File: src/rtl/shift_seq_pkg.sv
// Shared types and defaults for the serial shift-chain sequencer.
package shift_seq_pkg;

  localparam int DEFAULT_WIDTH = 8;

  typedef enum logic [1:0] {
    IDLE  = 2'd0,
    SHIFT = 2'd1,
    DONE  = 2'd2
  } state_t;

endpackage

File: src/rtl/shift_seq_bitcnt.sv
// Shift-cycle counter with a registered "final shift in progress" flag.
module shift_seq_bitcnt
  import shift_seq_pkg::*;
#(
  parameter int WIDTH = DEFAULT_WIDTH,
  parameter int CNT_W = $clog2(WIDTH)
) (
  input  logic clk,
  input  logic reset,
  input  logic clr,
  input  logic inc,
  output logic last
);

  localparam logic [CNT_W-1:0] LAST_CNT = CNT_W'(WIDTH - 1);

  logic [CNT_W-1:0] cnt;
  logic [CNT_W-1:0] cnt_nxt;

  always_comb begin
    cnt_nxt = cnt;
    if (clr) begin
      cnt_nxt = '0;
    end else if (inc) begin
      cnt_nxt = cnt + CNT_W'(1);
    end
  end

  // The flag is precomputed from the next count so the FSM sees it
  // straight from a flop during the cycle where cnt == WIDTH-1.
  always_ff @(posedge clk or posedge reset) begin
    if (reset) begin
      cnt  <= '0;
      last <= 1'b0;
    end else begin
      cnt  <= cnt_nxt;
      last <= (cnt_nxt == LAST_CNT);
    end
  end

endmodule

File: src/rtl/shift_seq_ctrl.sv
// Parallel-to-serial / serial-to-parallel sequencer for a WIDTH-stage shift chain.
// Define SHIFT_SEQ_MSB_FIRST_EN to stream MSB first; default build is LSB first.
module shift_seq_ctrl
  import shift_seq_pkg::*;
#(
  parameter int WIDTH = DEFAULT_WIDTH
) (
  input  logic             clk,
  input  logic             reset,
  input  logic             in_valid,
  output logic             in_ready,
  input  logic [WIDTH-1:0] in_data,
  output logic             shift_en,
  output logic             sout,
  input  logic             sin,
  output logic             out_valid,
  input  logic             out_ready,
  output logic [WIDTH-1:0] out_data,
  output logic             busy
);

  localparam int CNT_W = $clog2(WIDTH);

  if (WIDTH < 2 || WIDTH > 64) begin : g_width_chk
    $error("shift_seq_ctrl: WIDTH must be in 2..64");
  end

  state_t           state;
  state_t           state_nxt;
  logic [WIDTH-1:0] shreg;
  logic [WIDTH-1:0] shreg_shifted;
  logic             head_bit;
  logic             accept;
  logic             shifting;
  logic             last;

  assign accept   = (state == IDLE) && in_valid;
  assign shifting = (state == SHIFT);

`ifdef SHIFT_SEQ_MSB_FIRST_EN
  assign head_bit      = shreg[WIDTH-1];
  assign shreg_shifted = {shreg[WIDTH-2:0], sin};
`else
  assign head_bit      = shreg[0];
  assign shreg_shifted = {sin, shreg[WIDTH-1:1]};
`endif

  shift_seq_bitcnt #(
    .WIDTH (WIDTH),
    .CNT_W (CNT_W)
  ) u_bitcnt (
    .clk   (clk),
    .reset (reset),
    .clr   (accept),
    .inc   (shifting),
    .last  (last)
  );

  always_ff @(posedge clk or posedge reset) begin
    if (reset) begin
      state <= IDLE;
    end else begin
      state <= state_nxt;
    end
  end

  // Outputs depend only on state and shreg, never directly on inputs.
  always_comb begin
    state_nxt = state;
    in_ready  = 1'b0;
    shift_en  = 1'b0;
    sout      = 1'b0;
    out_valid = 1'b0;
    out_data  = '0;
    busy      = 1'b0;
    case (state)
      IDLE: begin
        in_ready = 1'b1;
        if (in_valid) begin
          state_nxt = SHIFT;
        end
      end
      SHIFT: begin
        shift_en = 1'b1;
        sout     = head_bit;
        busy     = 1'b1;
        if (last) begin
          state_nxt = DONE;
        end
      end
      DONE: begin
        out_valid = 1'b1;
        out_data  = shreg;
        busy      = 1'b1;
        if (out_ready) begin
          state_nxt = IDLE;
        end
      end
      default: begin
        state_nxt = IDLE;
      end
    endcase
  end

  // shreg holds the outgoing word and fills with returning bits as it drains.
  always_ff @(posedge clk or posedge reset) begin
    if (reset) begin
      shreg <= '0;
    end else if (accept) begin
      shreg <= in_data;
    end else if (shifting) begin
      shreg <= shreg_shifted;
    end
  end

endmodule

File: config.mk
export PLATFORM = sky130hd
export DESIGN_NAME = shift_seq_ctrl
export DESIGN_NICKNAME = d
export VERILOG_FILES = /design/src/rtl/shift_seq_pkg.sv /design/src/rtl/shift_seq_bitcnt.sv /design/src/rtl/shift_seq_ctrl.sv
export SDC_FILE = /design/constraint.sdc
export NUM_CORES = 1
export LEC_CHECK = 0
export CAP_MARGIN = 20
export CELL_PAD_IN_SITES_DETAIL_PLACEMENT = 2
export CELL_PAD_IN_SITES_GLOBAL_PLACEMENT = 2
export CORE_UTILIZATION = 24
export DETAILED_ROUTE_END_ITERATION = 12
export PLACE_DENSITY_LB_ADDON = 0.1
export SYNTH_ARGS = -nofsm -noshare
export SYNTH_HDL_FRONTEND = slang
export SYNTH_SLANG_ARGS = --single-unit
File: constraint.sdc
create_clock -name clk -period 1.6 [get_ports clk]
set_clock_uncertainty 0.05 [all_clocks]
set_input_delay 0.4 -clock clk [delete_from_list [all_inputs] [get_ports clk]]
set_output_delay 0.4 -clock clk [all_outputs]
set_load 0.02 [all_outputs]
==> flow_summary_export.csv <==
group,metric,value,unit
routing,dr_total_vias,695,
critical_path,cp.required,1.15,ns
sta,hold_violations,0,
flow_run,max-cap-violations,0,
yosys,yosysUniqueCellTypes,16,
sta,setup_viol,15,
cts,clockBufferDepth,2,
global_routing,global_route.usage.total,0.142,
finish,syn_to_final_growth,73.4,%
critical_path,start_kind,"flop",
global_routing,grt_antenna_before_repair,0,
critical_path,endpoint_kind,"output pin",
yosys,synth.avg_cell_area,10.4,µm²
routing,drt_iter0_markers,21,
sta,fmax,0.561,GHz
sta,max_slew_margin,0.790,
cts,htreeDepth,1,
pwr,worst_ir_drop_vdd,603,µV
pwr,power_density,1940,mW/mm²
yosys,yosysTopAreaCell,"dfrtp_1",
routing,wl_per_cell,13.3,µm
cts,clock-root-buffer,"clkbuf_4",
pwr,power,2.58,mW
place,portBuffers,25,
yosys,synth_warnings,0,
finish,nets,138,
cts,ctsHoldBuffers,0,
place,place_ws,-0.385,ns
cts,cts_sinks,14,
cts,cts.reportedPaths.clkPinSlew,0.09,ns
sta,slew_violations,0,
critical_path,worstSetupPathType,"reg -> out",
cts,cts_tree,"built",
floorplan,fp.coreArea,0.00305,mm²
sta,timing.final.ws_setup,-0.183,ns
yosys,synth_seq_area_share,0.457,
pwr,leakagePower,0.616,nW
critical_path,arrival,1.33,ns
global_routing,grt-ovfl-total,0,
yosys,ys_top_cells_by_area,"dfrtp_1, mux2i_1, ha_1, and2_2, o21ai_0",
sta,period_minus_slack,1.78,ns
yosys,synth_nets,93,
floorplan,die_area,0.00343,mm²
finish,drive_gt1_frac,0.441,
finish,antennaDiodeCount,0,
worst_hold_path,min_path_type,"in -> async",
yosys,synth_top_area_frac,0.457,
cts,numCtsBuffers,3,
yosys,synth_async_sr_flop_share,1.00,
floorplan,initial_core_util,0.251,
routing,wl,2.15,mm
critical_path,cp_max_fo,6,
yosys,synth_commonest_cells,"dfrtp_1, mux2i_1, nand2_1",
place,dp_hpwl,1.57,mm
outcome,outcome,"finished, violations left",
floorplan,rows,20,
sta,tightest_slew,0.315,ns
cts,clock_latency,0.28,ns
place,routabilityCongestion,0.732,
yosys,netlist_instances,74,
routing,postRouteAntennaNets,0,
floorplan,pin_count,26,
floorplan,chipWidth,58.5,µm
yosys,ys_ff_latch,14,
yosys,synthFlopType,"dfrtp_1",
routing,drc,0,
floorplan,dieHeight,58.5,µm
routing,drt_pre_antenna_iters,4,
global_routing,grt_pass1_wl,3.48,mm
yosys,syn_area,767,µm²
routing,vias_per_cell,4.29,
sta,rsz0062_at_grt,"yes",
yosys,yosys.cell_count.top_type,"dfrtp_1",
global_routing,grt_max_degree,15,
global_routing,grt_pass1_vias,727,
sta,fin_crit_sh,1.11,
yosys,synth-edff-count,0,
outcome,violations,"setup timing",
## power breakdown
part           switching (mW)  internal [mW]
logic                   0.752          0.947
registers               0.110          0.513
clock network           0.119          0.138
## final cells by class
type / instances / area [µm²]
Fill cell: 335 / 1720
Multi-Input combinational cell: 51 / 444
Timing Repair Buffer: 43 / 422
Sequential cell: 14 / 350
Tap cell: 44 / 55.1
Clock buffer: 4 / 36.3
Inverter: 6 / 22.5
## cells in the final DEF, fill, tap and decap left out
cell,instances
mux2_4,2
buf_4,15
buf_6,15
and2_2,4
buf_12,1
nand2_1,9
mux2i_1,9
ha_1,2
o21ai_0,8
xnor2_1,1
inv_1,4
nor2_1,3
nor4_1,1
xor2_1,1
a222oi_1,1
clkbuf_4,3
clkbuf_8,1
and2_4,5
ha_4,4
clkdlybuf4s50_1,12
dfrtp_1,14
and2_1,1
inv_2,2
## logic make-up after synthesis
group	share of synthesized area
fa+ha+maj	0.0979
mux	0.147
simple gates	0.162
flops	0.457
buf+inv	0.0489
xor+xnor	0.0228
compound gates	0.0653
## metal layers
metal	global-route usage	share of wire	vias to the layer above
met1	0.151	0.41	349
met4	0.0408	0.0079	0
met2	0.268	0.55	14
met5	0	0	-
li1	-	-	330
met3	0.0462	0.037	2
## per-stage QoR
stage	cell area, µm²	TNS (ns)	util	std cells	hold slack [ns]
floorplan	782	0	-	74	0.239
global placement	1180	-4.12	0.386	154	0.466
detailed placement	1180	-4.67	0.386	154	0.476
CTS	1280	-2.25	0.419	161	0.370
global route	1330	-2.97	0.436	162	0.372
finish	1330	-1.82	0.436	162	0.364
## path summary, 6_finish.rpt
path	startpoint	end	slack (ns)	cells after the start
max	state[0]$_DFFE_PP0P_	out_data[6]	-0.18	5
min	reset	shreg[3]$_DFFE_PP0P_	0.36	3
max reg2reg	state[1]$_DFFE_PP0P_	state[1]$_DFFE_PP0P_	-0.15	5
min reg2reg	u_bitcnt.cnt[2]$_DFF_PP0_	u_bitcnt.cnt[2]$_DFF_PP0_	0.49	2
max in group asynchronous	reset	u_bitcnt.cnt[0]$_DFF_PP0_	0.96	3
min in group clk	u_bitcnt.cnt[2]$_DFF_PP0_	u_bitcnt.cnt[2]$_DFF_PP0_	0.49	2
## registers in the layout, indices dropped and copies added (netlist names)
register       flops
u_bitcnt.cnt       3
shreg              8
state              2
u_bitcnt.last      1
## worst max-delay path: stages (launching register included)
cell and delay [ns]:
dfrtp_1 0.40, inv_2 0.10, ha_4 0.18, buf_6 0.13, and2_4 0.14, buf_6 0.10
## timing repair
| action | CTS | global route |
|---|---|---|
| resized for setup | 90 | 8 |
| setup buffers | 3 | 1 |
| setup endpoints to repair | 16 | 21 |
| pin swaps | 3 | 2 |
| gates cloned | 0 | 0 |
(Power assumes the default switching activity.)
